## config.mk

```make
export PLATFORM = sky130hd
export DESIGN_NAME = sram_rd_streamer_flat
export DESIGN_NICKNAME = d
export VERILOG_FILES = /design/src/rtl/sram_rd_streamer_if.sv /design/src/rtl/sram_rd_streamer.sv /design/src/flat_wrapper.sv
export SDC_FILE = /design/constraint.sdc
export NUM_CORES = 1
export LEC_CHECK = 0
export ABC_AREA = 1
export CAP_MARGIN = 20
export CORE_MARGIN = 3
export CORE_UTILIZATION = 44
export DETAILED_ROUTE_END_ITERATION = 12
export PLACE_DENSITY = 0.68
export SLEW_MARGIN = 20
export SYNTH_ARGS = -nofsm -noshare
export SYNTH_HDL_FRONTEND = slang
export SYNTH_SLANG_ARGS = --single-unit
export TNS_END_PERCENT = 5
```

## constraint.sdc

```tcl
create_clock -name clk -period 2.1 [get_ports clk]
set_input_delay 0.63 -clock clk [delete_from_list [all_inputs] [get_ports clk]]
set_output_delay 0.63 -clock clk [all_outputs]
set_load 0.02 [all_outputs]
```

## src/rtl/sram_rd_streamer_if.sv

```systemverilog
// Bus bundle for sram_rd_streamer: burst request, SRAM read port and
// output word stream.
//   req_*   : burst request (valid/ready, start address, word count)
//   sram_*  : read port toward dual_port_sram (rd_en/rd_addr out, dout back)
//   out_*   : valid/ready word stream toward egress (data, last-of-burst)
// Modports:
//   slave  - the streamer block itself
//   master - the environment around it (requester, SRAM, egress sink)
interface sram_rd_streamer_if #(
  parameter int ADDR_WIDTH = 14,
  parameter int DATA_WIDTH = 16,
  parameter int LEN_WIDTH  = 10
);
  logic                  req_valid;
  logic                  req_ready;
  logic [ADDR_WIDTH-1:0] req_addr;
  logic [LEN_WIDTH-1:0]  req_len;

  logic                  sram_rd_en;
  logic [ADDR_WIDTH-1:0] sram_rd_addr;
  logic [DATA_WIDTH-1:0] sram_dout;

  logic                  out_valid;
  logic                  out_ready;
  logic [DATA_WIDTH-1:0] out_data;
  logic                  out_last;

  modport slave (
    input  req_valid, req_addr, req_len, sram_dout, out_ready,
    output req_ready, sram_rd_en, sram_rd_addr, out_valid, out_data, out_last
  );

  modport master (
    output req_valid, req_addr, req_len, sram_dout, out_ready,
    input  req_ready, sram_rd_en, sram_rd_addr, out_valid, out_data, out_last
  );
endinterface

```

## src/rtl/sram_rd_streamer.sv

```systemverilog
// Read-side streamer behind dual_port_sram. Takes a burst request (start
// address, word count), issues sequential SRAM reads with address wrap,
// absorbs the SRAM's one-cycle read latency in a small credit-managed FIFO
// and presents the words on a valid/ready stream, one word per cycle.
// Ports:
//   clk   - block clock
//   rst   - synchronous reset, active-high
//   bus   - sram_rd_streamer_if.slave (request, SRAM read port, out stream)
//   busy  - burst in progress (FSM not idle)
//   done  - one-cycle pulse when the burst has been fully delivered
//
// state | meaning
// IDLE  | waiting for a request; req_ready high
// READ  | issuing SRAM reads as FIFO credit allows
// DRAIN | last read issued; waiting for the last word to be popped
module sram_rd_streamer #(
  parameter int ADDR_WIDTH = 14,
  parameter int DATA_WIDTH = 16,
  parameter int LEN_WIDTH  = 10,
  parameter int FIFO_DEPTH = 4
) (
  input  logic               clk,
  input  logic               rst,
  sram_rd_streamer_if.slave  bus,
  output logic               busy,
  output logic               done
);

  localparam int PTR_W = $clog2(FIFO_DEPTH);
  localparam int CNT_W = PTR_W + 1;
  localparam int CRD_W = CNT_W + 1;

  typedef enum logic [1:0] {IDLE, READ, DRAIN} state_t;

  state_t                state_q, state_d;
  logic [ADDR_WIDTH-1:0] addr_q, addr_d;
  logic [LEN_WIDTH-1:0]  rem_q, rem_d;
  logic                  zlen_q, zlen_d;

  logic                  rd_en_q;
  logic [ADDR_WIDTH-1:0] rd_addr_q;
  logic                  rd_last_q;
  logic                  inflight_q;
  logic                  inflight_last_q;

  logic                  issue;
  logic [ADDR_WIDTH-1:0] issue_addr;
  logic                  issue_last;

  logic [DATA_WIDTH:0]   fifo_mem [FIFO_DEPTH];
  logic [PTR_W-1:0]      wr_ptr_q, rd_ptr_q;
  logic [CNT_W-1:0]      count_q;
  logic                  push, pop;
  logic                  out_valid;
  logic                  head_last;
  logic [DATA_WIDTH-1:0] head_data;
  logic [CRD_W-1:0]      credit_used;
  logic                  credit_ok;
  logic                  accept;

  assign out_valid = (count_q != '0);
  assign head_data = fifo_mem[rd_ptr_q][DATA_WIDTH-1:0];
  assign head_last = fifo_mem[rd_ptr_q][DATA_WIDTH];
  assign push      = inflight_q;
  assign pop       = out_valid && bus.out_ready;
  assign accept    = bus.req_valid && bus.req_ready;

  // Reads are registered, so a read decided now lands in the FIFO two
  // edges later. Count the stored words, the word returning this cycle and
  // the read currently on the SRAM port; pops are ignored (conservative),
  // which still sustains one word per cycle for depth >= 4.
  assign credit_used = CRD_W'(count_q) + CRD_W'(inflight_q) + CRD_W'(rd_en_q);
  assign credit_ok   = credit_used < CRD_W'(FIFO_DEPTH);

  always_comb begin
    state_d    = state_q;
    addr_d     = addr_q;
    rem_d      = rem_q;
    zlen_d     = 1'b0;
    issue      = 1'b0;
    issue_addr = addr_q;
    issue_last = 1'b0;
    case (state_q)
      IDLE: begin
        if (accept) begin
          if (bus.req_len == '0) begin
            zlen_d = 1'b1;
          end else begin
            // FIFO is empty after the previous burst, so the first read
            // goes out on the accept edge.
            issue      = 1'b1;
            issue_addr = bus.req_addr;
            issue_last = (bus.req_len == LEN_WIDTH'(1));
            addr_d     = bus.req_addr + ADDR_WIDTH'(1);
            rem_d      = bus.req_len - LEN_WIDTH'(1);
            state_d    = (bus.req_len == LEN_WIDTH'(1)) ? DRAIN : READ;
          end
        end
      end
      READ: begin
        if ((rem_q != '0) && credit_ok) begin
          issue      = 1'b1;
          issue_last = (rem_q == LEN_WIDTH'(1));
          addr_d     = addr_q + ADDR_WIDTH'(1);
          rem_d      = rem_q - LEN_WIDTH'(1);
          if (rem_q == LEN_WIDTH'(1)) state_d = DRAIN;
        end
      end
      DRAIN: begin
        if (pop && head_last) state_d = IDLE;
      end
      default: state_d = IDLE;
    endcase
  end

  always_ff @(posedge clk) begin
    if (rst) begin
      state_q         <= IDLE;
      addr_q          <= '0;
      rem_q           <= '0;
      zlen_q          <= 1'b0;
      rd_en_q         <= 1'b0;
      rd_addr_q       <= '0;
      rd_last_q       <= 1'b0;
      inflight_q      <= 1'b0;
      inflight_last_q <= 1'b0;
      wr_ptr_q        <= '0;
      rd_ptr_q        <= '0;
      count_q         <= '0;
    end else begin
      state_q         <= state_d;
      addr_q          <= addr_d;
      rem_q           <= rem_d;
      zlen_q          <= zlen_d;
      rd_en_q         <= issue;
      rd_addr_q       <= issue ? issue_addr : rd_addr_q;
      rd_last_q       <= issue && issue_last;
      inflight_q      <= rd_en_q;
      inflight_last_q <= rd_en_q && rd_last_q;
      if (push) wr_ptr_q <= wr_ptr_q + PTR_W'(1);
      if (pop)  rd_ptr_q <= rd_ptr_q + PTR_W'(1);
      case ({push, pop})
        2'b10:   count_q <= count_q + CNT_W'(1);
        2'b01:   count_q <= count_q - CNT_W'(1);
        default: count_q <= count_q;
      endcase
    end
  end

  // Storage needs no reset: contents are only visible while count_q != 0.
  always_ff @(posedge clk) begin
    if (push && !rst) fifo_mem[wr_ptr_q] <= {inflight_last_q, bus.sram_dout};
  end

  assign bus.req_ready    = (state_q == IDLE) && !rst;
  assign bus.sram_rd_en   = rd_en_q;
  assign bus.sram_rd_addr = rd_addr_q;
  assign bus.out_valid    = out_valid;
  assign bus.out_data     = out_valid ? head_data : '0;
  assign bus.out_last     = out_valid && head_last;
  assign busy             = (state_q != IDLE);
  assign done             = !rst && (zlen_q || ((state_q == DRAIN) && pop && head_last));

endmodule

```

## src/flat_wrapper.sv

```systemverilog
// flat-port wrapper written by rule: the top's interface ports become plain ports
module sram_rd_streamer_flat 
#(
  parameter int ADDR_WIDTH = 14,
  parameter int DATA_WIDTH = 16,
  parameter int LEN_WIDTH  = 10,
  parameter int FIFO_DEPTH = 4
)
  (clk, rst, busy, done, bus_req_valid, bus_req_addr, bus_req_len, bus_sram_dout, bus_out_ready, bus_req_ready, bus_sram_rd_en, bus_sram_rd_addr, bus_out_valid, bus_out_data, bus_out_last);
  sram_rd_streamer_if #(.ADDR_WIDTH(ADDR_WIDTH), .DATA_WIDTH(DATA_WIDTH), .LEN_WIDTH(LEN_WIDTH)) bus_i ();
  input  logic clk;
  input  logic rst;
  output logic busy;
  output logic done;
  input wire logic [$bits(bus_i.req_valid)-1:0] bus_req_valid;
  input wire logic [$bits(bus_i.req_addr)-1:0] bus_req_addr;
  input wire logic [$bits(bus_i.req_len)-1:0] bus_req_len;
  input wire logic [$bits(bus_i.sram_dout)-1:0] bus_sram_dout;
  input wire logic [$bits(bus_i.out_ready)-1:0] bus_out_ready;
  output wire logic [$bits(bus_i.req_ready)-1:0] bus_req_ready;
  output wire logic [$bits(bus_i.sram_rd_en)-1:0] bus_sram_rd_en;
  output wire logic [$bits(bus_i.sram_rd_addr)-1:0] bus_sram_rd_addr;
  output wire logic [$bits(bus_i.out_valid)-1:0] bus_out_valid;
  output wire logic [$bits(bus_i.out_data)-1:0] bus_out_data;
  output wire logic [$bits(bus_i.out_last)-1:0] bus_out_last;
  assign bus_i.req_valid = bus_req_valid;
  assign bus_i.req_addr = bus_req_addr;
  assign bus_i.req_len = bus_req_len;
  assign bus_i.sram_dout = bus_sram_dout;
  assign bus_i.out_ready = bus_out_ready;
  assign bus_req_ready = bus_i.req_ready;
  assign bus_sram_rd_en = bus_i.sram_rd_en;
  assign bus_sram_rd_addr = bus_i.sram_rd_addr;
  assign bus_out_valid = bus_i.out_valid;
  assign bus_out_data = bus_i.out_data;
  assign bus_out_last = bus_i.out_last;
  sram_rd_streamer #(.ADDR_WIDTH(ADDR_WIDTH), .DATA_WIDTH(DATA_WIDTH), .LEN_WIDTH(LEN_WIDTH), .FIFO_DEPTH(FIFO_DEPTH)) u_core (.clk(clk), .rst(rst), .bus(bus_i), .busy(busy), .done(done));
endmodule
```

**Word-level counts from Yosys, hierarchy flattened**

Memory sizes are Yosys's and may differ from the RTL's. A register that Yosys moved wholly into a read port is not among the register bits.
Index checks and enable logic that the tools add are counted.

- $add $sub $neg: 10
- $mul: 0
- Div/mod/pow operators: 0
- Magnitude comparators: 1
- Equal/unequal tests: 11
- Shift operators: 0
- Multiplexer cells: 33
- Bitwise logic cells: 2
- Reductions and logical operators: 24

Operators with widths:

| operator | count |
|---|---|
| $mux 14 | 6 |
| $mux 10 | 3 |
| $add 14x1->14 const B | 2 |
| $pmux 14 s2 | 1 |
| $eq 10x1->1 const B | 2 |
| $pmux 10 s2 | 1 |
| $sub 10x1->10 const B | 2 |
| $mux 16 | 1 |
| $mux 2 | 8 |
| $logic_and 1x1->1 | 12 |
| $logic_not 10->1 | 1 |
| $reduce_bool 10->1 | 1 |
| $mux 1 | 9 |
| $ne 2x1->1 const B | 4 |
| $pmux 2 s3 | 1 |
| $pmux 3 s2 | 1 |
| $reduce_bool 2->1 | 3 |
| $reduce_and 5->1 | 1 |
| $add 2x1->2 const B | 2 |
| $add 3x1->4 | 1 |
| $add 4x1->4 | 1 |
| $eq 2x1->1 const B | 2 |
| $eq 2x2->1 const B | 2 |
| $lt 4x3->1 const B | 1 |
| 11 further kinds | 13 |

- Register bits after elaboration: 52
- Bits in latches: 0
- Memory bits (writable): 68
- Bits in read-only memories: 0
- Input bits: 44
- Logic and storage cells: 94
- Memories kept: 1

Memory list:

| memory | words | width | rd ports | clocked after memory_dff | wr ports | line | RTL |
|---|---|---|---|---|---|---|---|
| u_core.fifo_mem | 4 | 17 | 1 | 1 | 1 | sram_rd_streamer.sv:50 | `logic [DATA_WIDTH:0] fifo_mem [FIFO_DEPTH];` |

**Longest topological paths before layout**

Gate-level depths: netlist of the first run.

- Depth in word-level cells: 7
- Gate-level depth with buffers: 12
- Gate-level depth less buffers: 12

**Least setup slack after synthesis of the first run**

OpenSTA, ideal clock, no wires.

- Path kind: input port to flip-flop
- Start: input port rst
- End: memory u_core.fifo_mem[0][0] (netlist bit) (enable)
- Arrival: 1.828 ns
- Required time: 1.709 ns
- Slack: -0.119 ns
- Cell stages on the path: 4
- Buffers on the path: 1
- Cell sequence: inv_1 -> buf_1 -> nand2_1 -> nor2_1

- Longest elaborated chain between the ends: 4

RTL lines:

| item | line | RTL |
|---|---|---|
| start: declaration | flat_wrapper.sv:12 | `input logic rst;` |
| $logic_not 1->1 | sram_rd_streamer.sv:152 | `if (push && !rst) fifo_mem[wr_ptr_q] <= {inflight_last_q, bus.sram_dout};` |
| $logic_and 1x1->1 | sram_rd_streamer.sv:152 |  |
| $mux 1 | sram_rd_streamer.sv:152 |  |
| $mux 1 (not written as such) | sram_rd_streamer.sv:152 |  |
| end: declaration | sram_rd_streamer.sv:50 |  |

Every way passes these cells.

**Worst setup path after layout of the first run**

- Start: input port bus_out_ready
- End: output port done

- Longest elaborated chain between the ends: 5

RTL lines:

| item | line | RTL |
|---|---|---|
| start: declaration | flat_wrapper.sv:19 | `input wire logic [$bits(bus_i.out_ready)-1:0] bus_out_ready;` |
| $logic_and 1x1->1 | sram_rd_streamer.sv:65 | `assign pop = out_valid && bus.out_ready;` |
| net u_core.pop | sram_rd_streamer.sv:53 | `logic push, pop;` |
| $logic_and 1x1->1 (2 in series) | sram_rd_streamer.sv:162 | `assign done = !rst && (zlen_q \|\| ((state_q == DRAIN) && pop && head_last));` |
| $logic_or 1x1->1 | sram_rd_streamer.sv:162 |  |
| $logic_and 1x1->1 | sram_rd_streamer.sv:162 |  |
| end: declaration | flat_wrapper.sv:14 | `output logic done;` |

The timed path passes the listed nets, and every way through them passes these cells.

==> impl_metrics.json, run 1 <==
{
  "synth_top_area_cell": "edfxtp_1",
  "numCtsBuffers": 17,
  "root_buffer": "clkbuf_16",
  "clock_path_buffers": 2,
  "peakVddDrop_mv": 0.897,
  "fp.dieH_um": 123,
  "ant_nets": 0,
  "hold_path.class": "flop to flop",
  "end_kind": "primary output",
  "fp.dieW_um": 123,
  "via_per_inst": 5.15,
  "ys_warn_count": 0,
  "antenna_found_initial": 0,
  "vias": 5235,
  "place_area_sq_um": 7420,
  "dp_slack_ns": -0.615,
  "relSlewSlack_pct": 76.4,
  "worstPathRequired_ns": 1.47,
  "hold_viol": 0,
  "final_common_cell": "nand2_1",
  "yosysUniqueCellTypes": 41,
  "synth_fp_nets": 760,
  "r2r_end": "u_core.count_q[1]",
  "powerDensity_nw_per_um2": 1300,
  "whs_endpoint": "u_core.inflight_last_q",
  "cts_tree": "yes",
  "rrSetupSlack_ns": 0.24,
  "areaGrowthSynthToFinish_pct": 33.3,
  "violations": "setup timing",
  "post-dp-hpwl_um": 10100,
  "worstPathArrival_ns": 1.58,
  "final_cell_mix": "124 x nand2_1, 117 x nor2_1, 68 x edfxtp_1",
  "synth-seq-cells": 122,
  "core_sq_um": 13300,
  "hold_buffers": 0,
  "skew_ns": 0.00449,
  "synth_ff_type": "edfxtp_1",
  "hold_path.startpoint": "u_core.rd_last_q",
  "num_antenna_cells": 0,
  "gp_congestion": 0.858,
  "synth_top_area_share_pct": 33.7,
  "design_area_sq_um": 8080,
  "gr-total-overflow": 0,
  "clock_sinks": 122,
  "status": "finished, violations left",
  "ys_top_cells_by_area": "edfxtp_1 34%, dfxtp_1 18%, nand2_1 7.8%, nor2_1 7.4%, o21ai_0 5.1%",
  "finalMaxSlewViolations": 0,
  "crit_family": "buffers and inverters",
  "num-fill-cells": 1144,
  "cpMaxStageDelayCell": "clkdlybuf4s50_1",
  "critPathBufInv": 3,
  "async_reset_ff_share_pct": 0,
  "p_leak_nw": 3.40,
  "tightest_slew_ns": 0.350,
  "synth_area_per_cell_sq_um": 8.62,
  "fmax_ghz": 0.453,
  "crit_start": "bus_out_ready",
  "grt_max_degree": 29,
  "holdPathStages": 2,
  "setup_viol": 18,
  "start_util_pct": 45.4,
  "r2r-start": "u_core.count_q[0]",
  "grt_pass1_vias": 5226,
  "rsz0062_at_grt": "true",
  "r2r_cells": 9,
  "drv_cap": 0,
  "htreeDepth": 4,
  "grt.total_usage_pct": 19.9,
  "worst-setup-path-type": "primary input to primary output",
  "wl_um": 14800,
  "io_buffers": 79,
  "postLayoutSetupSlackWorst_ns": -0.109,
  "die-area_sq_um": 15200,
  "fin_crit_ns": 2.21,
  "nets": 886,
  "first_pass_iters": 5,
  "dp.cells": 984,
  "fp-row-count": 42,
  "critPathMaxFanout": 2,
  "crit_path_start_kind": "primary input",
  "drc_errors": 0,
  "instances_no_fill": 1016,
  "cp_slowest_stage_delay_ns": 0.46,
  "final.setup.tns_ns": -0.811,
  "crit_chain": "clkdlybuf4s50_1, inv_1, nor2_2, a31oi_1, nor2_1, buf_4",
  "clk_transition_reported_paths_ns": 0.05,
  "netlist_area_sq_um": 6060,
  "wire_per_inst_um": 14.6,
  "finalCritPeriodShare_pct": 105,
  "drive_gt1_share_pct": 18.6,
  "synth_edf_count": 68,
  "grt_pass1_wl_um": 23800,
  "io_pins": 80,
  "clk_latency_ns": 0.41,
  "postSynthCellCount": 703,
  "ys_seq_area_share_pct": 51.5,
  "drt_iter0_drc": 428
}
[per-stage QoR]
step	util, %	hold WS (ns)	power, W
after floorplan	-	0.395	0.00592
after global routing	60.5	0.472	0.0112
after CTS	59.9	0.452	0.0105
after detailed placement	55.6	0.420	0.00744
final	60.5	0.450	0.0105
after global placement	55.6	0.403	0.00732
[power by group]
part	leakage (nW)	switching [W]	internal, W	total (W)
clock network	0.295	0.000973	0.00208	0.00305
registers	1.06	0.000284	0.00291	0.00320
logic	2.05	0.00253	0.00176	0.00428
[how the worst max path moves through the flow]
stage | slack, ns | depth (start not counted) | to
after CTS | -0.17 | 6 | done
final | -0.11 | 6 | done
after global routing | -0.20 | 7 | done
after global placement | -0.61 | 6 | done
after floorplan | -0.12 | 4 | u_core.fifo_mem[0][0]
after detailed placement | -0.61 | 6 | done
[layout make-up]
| cell class | count | area, sq um | share of cell area [%] |
|---|---|---|---|
| Inverter | 58 | 225 | 2.79 |
| Multi-Input combinational cell | 493 | 2560 | 31.7 |
| Timing Repair Buffer | 137 | 1330 | 16.4 |
| Tap cell | 176 | 220 | 2.73 |
| Sequential cell | 122 | 3130 | 38.7 |
| Clock inverter | 10 | 175 | 2.17 |
| Clock buffer | 20 | 437 | 5.41 |
[worst reg2reg max path, delay by kind of cell (launching register included)]
family | cells | cell delay [ns]
AO/OA/AOI/OAI | 1 | 0.05
adder cells (fa/ha/maj) | 2 | 0.61
buffers and inverters | 2 | 0.24
flip-flops | 1 | 0.33
AND/OR/NAND/NOR | 4 | 0.55
[repair_timing]
| action | 4_1_cts | 5_1_grt |
|---|---|---|
| hold endpoints to repair | 0 | 0 |
| cloned | 0 | 1 |
| endpoints found under the setup margin | 23 | 20 |
| pin swaps | 6 | 12 |
| resized for setup | 115 | 29 |
| setup buffers | 0 | 1 |
[registers in the layout, summed over array words and instances (netlist names), named ones only]
name,cells
u_core.addr_q,14
u_core.bus.sram_rd_addr,14
u_core.bus.sram_rd_en,1
u_core.count_q,3
u_core.fifo_mem,68
u_core.inflight_last_q,1
u_core.inflight_q,1
u_core.rd_last_q,1
u_core.rd_ptr_q,2
u_core.rem_q,10
u_core.state_q,2
u_core.wr_ptr_q,2
u_core.zlen_q,1
[synthesized netlist by cell type (all sizes together), types with 8 or more instances]
cell type and instances:
nand3 53, nand2 140, o211a 12, clkbuf 10, nand4 8, ha 12
o21ai 68, a21oi 45, dfxtp 54, inv 57, edfxtp 68, nor2 130
buf 20
[per-layer routing]
layer | up-vias | share of wire (%) | track usage, %
met1 | 2480 | 42 | 22.8
met5 | - | 0 | 0
li1 | 2601 | - | -
met3 | 19 | 4.7 | 4.94
met2 | 135 | 52 | 35.8
met4 | 0 | 1.2 | 7.47
[kinds of logic after synthesis]
| family | share of synthesized area (%) |
|---|---|
| AOI/OAI and AO/OA | 12.3 |
| xor gates and xnor gates | 1.01 |
| adders and majority gates | 2.81 |
| buffers and inverters | 6.73 |
| DFF | 51.5 |
| muxes | 0.165 |
| and+or+nand+nor | 25.4 |
Power figures use the tool's default switching activity.
==> run 2, diff against run 1 <==
--- a/config.mk
+++ b/config.mk
@@ -7,10 +7,12 @@
 export LEC_CHECK = 0
 export ABC_AREA = 1
 export CAP_MARGIN = 20
+export CELL_PAD_IN_SITES_DETAIL_PLACEMENT = 2
+export CELL_PAD_IN_SITES_GLOBAL_PLACEMENT = 2
 export CORE_MARGIN = 3
-export CORE_UTILIZATION = 44
+export CORE_UTILIZATION = 30
 export DETAILED_ROUTE_END_ITERATION = 12
-export PLACE_DENSITY = 0.68
+export PLACE_DENSITY = 0.75
 export SLEW_MARGIN = 20
 export SYNTH_ARGS = -nofsm -noshare
 export SYNTH_HDL_FRONTEND = slang
==> impl_metrics.json, run 2 (synthesized netlist as in run 1, its figures left out) <==
{
  "wire_per_inst_um": 19.1,
  "p_leak_nw": 3.49,
  "powerDensity_nw_per_um2": 1330,
  "postLayoutSetupSlackWorst_ns": -0.270,
  "end_kind": "primary output",
  "clk_latency_ns": 0.43,
  "nets": 896,
  "multiInputGateArea_sq_um": 2660,
  "hold_viol": 0,
  "final_common_cell": "nand2_1",
  "peakVddDrop_mv": 0.646,
  "clock_sinks": 122,
  "finalMaxSlewViolations": 0,
  "fin_crit_ns": 2.37,
  "drt_iter0_drc": 166,
  "cts_tree": "yes",
  "fp-row-count": 51,
  "whs_ns": 0.409,
  "clock_path_buffers": 2,
  "rsz0062_at_grt": "true",
  "vias": 5495,
  "hold_path.startpoint": "u_core.rd_last_q",
  "finish.utilization_pct": 42.9,
  "io_buffers": 79,
  "relSlewSlack_pct": 76.5,
  "areaGrowthSynthToFinish_pct": 39.1,
  "worst-setup-path-type": "flop to primary output",
  "rrSetupSlack_ns": 0.11,
  "largest_reg_flops": 68,
  "num-fill-cells": 2185,
  "grt_pass1_wl_um": 34600,
  "final-seq-area_sq_um": 3130,
  "hold_buffers": 0,
  "violations": "setup timing",
  "tightest_slew_ns": 0.352,
  "gr-total-overflow": 0,
  "die-area_sq_um": 21900,
  "antenna_found_initial": 0,
  "crit_path_start_kind": "flop",
  "setup_viol": 18,
  "wl_um": 21400,
  "grt_max_degree": 21,
  "r2r_end": "u_core.count_q[2]",
  "grt.total_usage_pct": 20.2,
  "root_buffer": "clkbuf_16",
  "fmax_ghz": 0.422,
  "htreeDepth": 4,
  "drc_errors": 0,
  "drv_cap": 0,
  "post-dp-hpwl_um": 14300,
  "final_cell_mix": "123 x nand2_1, 113 x nor2_1, 68 x edfxtp_1",
  "status": "finished, violations left",
  "io_pins": 80,
  "core_sq_um": 19700,
  "finalCritPeriodShare_pct": 113,
  "critPathMaxFanout": 5,
  "worstSetupEndpoint": "done",
  "fp.dieH_um": 148,
  "worstPathArrival_ns": 1.74,
  "hold_path.class": "flop to flop",
  "first_pass_iters": 6,
  "numCtsBuffers": 17,
  "start_util_pct": 30.8,
  "r2r_cells": 11,
  "grt_pass1_vias": 6318,
  "clk_transition_reported_paths_ns": 0.06,
  "top_register": "u_core.fifo_mem",
  "drive_gt1_share_pct": 23.0,
  "fp.dieW_um": 148,
  "dp.cells": 1078,
  "skew_ns": 0.0105,
  "r2r-start": "u_core.count_q[1]",
  "gp_congestion": 0.799,
  "ant_nets": 0,
  "via_per_inst": 4.92,
  "worstPathRequired_ns": 1.47,
  "finalPower_w": 0.0112,
  "num_antenna_cells": 0,
  "instances_no_fill": 1117
}
==> run 2: cell count changes in the layout (fill, tap and decap cells not counted), moves of 4 or more <==
cell	previous run	this run
o21ai_0	41	32
o21ai_2	0	9
inv_6	0	6
a21oi_1	41	36
a21oi_2	4	9
nor2_1	117	113
==> run 2: final cells by class <==
cell class | count | share of cell area [%]
well taps | 265 | 3.93
inverters | 58 | 2.67
repair buffers | 147 | 17.4
clock buffers | 17 | 5.05
multi-input cells | 493 | 31.6
clock inverters | 15 | 2.21
flip-flops and latches | 122 | 37.1
==> run 2: what timing repair did <==
action / CTS / global route
cloned: 3 / 0
resized for setup: 155 / 37
pin swaps: 15 / 12
endpoints found under the hold margin: 0 / 0
buffers inserted: 4 / 0
setup endpoints to repair: 25 / 43
==> run 2: worst min-delay path by stage <==
stage,end,slack (ns),cells past startpoint
2_1_floorplan,u_core.inflight_last_q,0.40,2
3_3_place_gp,u_core.inflight_last_q,0.40,2
3_5_place_dp,u_core.inflight_last_q,0.41,2
4_1_cts,u_core.inflight_last_q,0.41,2
5_1_grt,u_core.inflight_last_q,0.44,2
6_report,u_core.inflight_last_q,0.41,2
==> run 2: worst max-delay path, stage by stage, from the launching register on <==
cell and delay [ns]:
dfxtp_4 0.39, buf_8 0.14, buf_12 0.11, nand2_1 0.08, nand3_4 0.11, nand2_4 0.07, a31oi_1 0.19, nor2_1 0.06
buf_4 0.16
==> run 2: power by group <==
group | switching, W | total (W) | internal [W]
registers | 0.000303 | 0.00322 | 0.00291
logic | 0.00292 | 0.00493 | 0.00202
clock network | 0.00119 | 0.00308 | 0.00189
total | 0.00441 | 0.0112 | 0.00682
==> run 2: metrics by stage <==
step	TNS, ns	setup WS, ns	area (sq um)
floorplan	-8.09	-0.119	6060
global placement	-27.89	-0.769	7560
detailed placement	-38.01	-0.769	7560
CTS	-3.85	-0.281	8340
global route	-5.22	-0.351	8430
finish	-3.34	-0.270	8430
==> run 2: per-layer routing <==
metal  global-route usage, %  wire, um  vias up
li1                        -         -     2631
met1                    22.8      8720     2750
met2                    38.9     11700       90
met3                    3.78       602       24
met4                    5.36       299        0
met5                       0         0        -
==> run 3, diff against run 2 <==
--- a/config.mk
+++ b/config.mk
@@ -9,7 +9,7 @@
 export CAP_MARGIN = 20
 export CELL_PAD_IN_SITES_DETAIL_PLACEMENT = 2
 export CELL_PAD_IN_SITES_GLOBAL_PLACEMENT = 2
-export CORE_MARGIN = 3
+export CORE_MARGIN = 2
 export CORE_UTILIZATION = 30
 export DETAILED_ROUTE_END_ITERATION = 12
 export PLACE_DENSITY = 0.75
==> impl_metrics.json, run 3 (synthesized netlist as in run 1, its figures left out) <==
{
  "cp_slowest_stage_delay_ns": 0.36,
  "cp.depth": 7,
  "hold_path.class": "flop to flop",
  "areaGrowthSynthToFinish_pct": 39.3,
  "htreeDepth": 4,
  "p_leak_nw": 3.49,
  "wire_per_inst_um": 18.7,
  "relSlewSlack_pct": 73.8,
  "antenna_found_initial": 0,
  "clock_path_buffers": 2,
  "hold_viol": 0,
  "clock_sinks": 122,
  "grt.total_usage_pct": 19.6,
  "crit_path_start_kind": "flop",
  "clk_transition_reported_paths_ns": 0.06,
  "nets": 896,
  "finalPower_w": 0.0111,
  "cpMaxStageDelayCell": "dfxtp_4",
  "crit_chain": "buf_12, buf_12, nor2_2, nor2_1, o21ai_1, a21oi_2, buf_4",
  "design_area_sq_um": 8440,
  "top_register": "u_core.fifo_mem",
  "dp_slack_ns": -0.635,
  "die-area_sq_um": 21400,
  "num_antenna_cells": 0,
  "drv_cap": 0,
  "wl_um": 20900,
  "end_kind": "primary output",
  "drive_gt1_share_pct": 21.8,
  "finalCritPeriodShare_pct": 111,
  "clk_latency_ns": 0.42,
  "cts_tree": "yes",
  "finalMaxSlewViolations": 0,
  "fp.dieH_um": 146,
  "critPathMaxFanout": 7,
  "gr-total-overflow": 0,
  "io_buffers": 79,
  "final_cell_mix": "123 x nand2_1, 110 x nor2_1, 68 x edfxtp_1",
  "critPathBufInv": 3,
  "postLayoutSetupSlackWorst_ns": -0.223,
  "numCtsBuffers": 17,
  "fp.dieW_um": 146,
  "start_util_pct": 30.8,
  "powerDensity_nw_per_um2": 1310,
  "holdPathStages": 2,
  "root_buffer": "clkbuf_16",
  "largest_reg_flops": 68,
  "place_area_sq_um": 7580,
  "grt_pass1_vias": 6234,
  "core_sq_um": 19700,
  "worstPathArrival_ns": 1.69,
  "post-dp-hpwl_um": 14000,
  "finish.utilization_pct": 43.0,
  "fp-row-count": 51,
  "num-fill-cells": 2200,
  "final_common_cell": "nand2_1",
  "violations": "setup timing",
  "cpMostUsedCell": "buf_12",
  "grt_pass1_wl_um": 32900,
  "io_pins": 80,
  "ant_nets": 0,
  "grt_max_degree": 25,
  "vias": 5454,
  "setup_viol": 19,
  "worst-setup-path-type": "flop to primary output",
  "gp_congestion": 0.767,
  "status": "finished, violations left",
  "peakVddDrop_mv": 0.659,
  "worstPathRequired_ns": 1.47,
  "drc_errors": 0,
  "rsz0062_at_grt": "true",
  "first_pass_iters": 6,
  "fmax_ghz": 0.431,
  "crit_family": "buffers and inverters",
  "drt_iter0_drc": 154,
  "skew_ns": 0.00968,
  "tightest_slew_ns": 0.389,
  "fin_crit_ns": 2.32,
  "r2r_cells": 11,
  "via_per_inst": 4.88
}
run 3: cell count changes in the layout (fill, tap and decap cells not counted), sizes merged:
cell / change
clkinv: +3
buf: -2
clkbuf: +2
bufinv: -1
clkdlybuf4s50: +1
clkinvlp: -1
dlymetal6s2s: -1
inv: -1
run 3: where the power goes:
| part | switching [W] | internal, W | total [W] |
|---|---|---|---|
| Clock | 0.00119 | 0.00177 | 0.00296 |
| Combinational | 0.00290 | 0.00202 | 0.00492 |
| Sequential | 0.000299 | 0.00291 | 0.00321 |
| Total | 0.00439 | 0.00669 | 0.0111 |
run 3: layout make-up:
type	instances	area [sq um]	area share [%]
multi-input cells	493	2660	31.5
repair buffers	147	1500	17.8
well taps	265	332	3.93
inverters	58	228	2.70
clock inverters	15	165	1.96
clock buffers	17	425	5.04
flip-flops and latches	122	3130	37.1
run 3: final timing paths:
path / startpoint / endpoint / slack, ns
max: flop / bus_out_data[3] / -0.22
min: u_core.rd_last_q / u_core.inflight_last_q / 0.44
max reg2reg: u_core.count_q[2] / u_core.count_q[2] / -0.01
min reg2reg: u_core.rd_last_q / u_core.inflight_last_q / 0.44
run 3: what timing repair did:
item | CTS | global route
endpoints found under the setup margin | 23 | 39
setup buffers | 1 | 2
cloned | 2 | 2
hold buffers | 0 | 0
hold endpoints to repair | 0 | 0
pin swaps | 15 | 19
gates resized for setup | 150 | 38
run 3: metal layers:
| metal | global-route usage [%] | wire [um] | vias to the layer above |
|---|---|---|---|
| met2 | 37.0 | 11200 | 113 |
| met4 | 7.04 | 514 | 0 |
| li1 | - | - | 2630 |
| met1 | 21.8 | 8520 | 2675 |
| met5 | 0 | 0 | - |
| met3 | 4.00 | 685 | 36 |
run 3: stage by stage:
step | std cells | hold WS (ns) | TNS (ns)
after CTS | 1113 | 0.439 | -3.06
after detailed placement | 1078 | 0.430 | -40.42
final | 1117 | 0.439 | -2.72
after global placement | 1078 | 0.407 | -30.80
after global routing | 1117 | 0.478 | -4.50
after floorplan | 703 | 0.395 | -8.09
run 3: worst register-to-register path: cells and delay by family, from the launching register on:
family          cells  cell delay [ns]
compound gates      4             0.51
simple gates        2             0.22
fa+ha+maj           2             0.51
flops               1             0.39
buf+inv             3             0.36
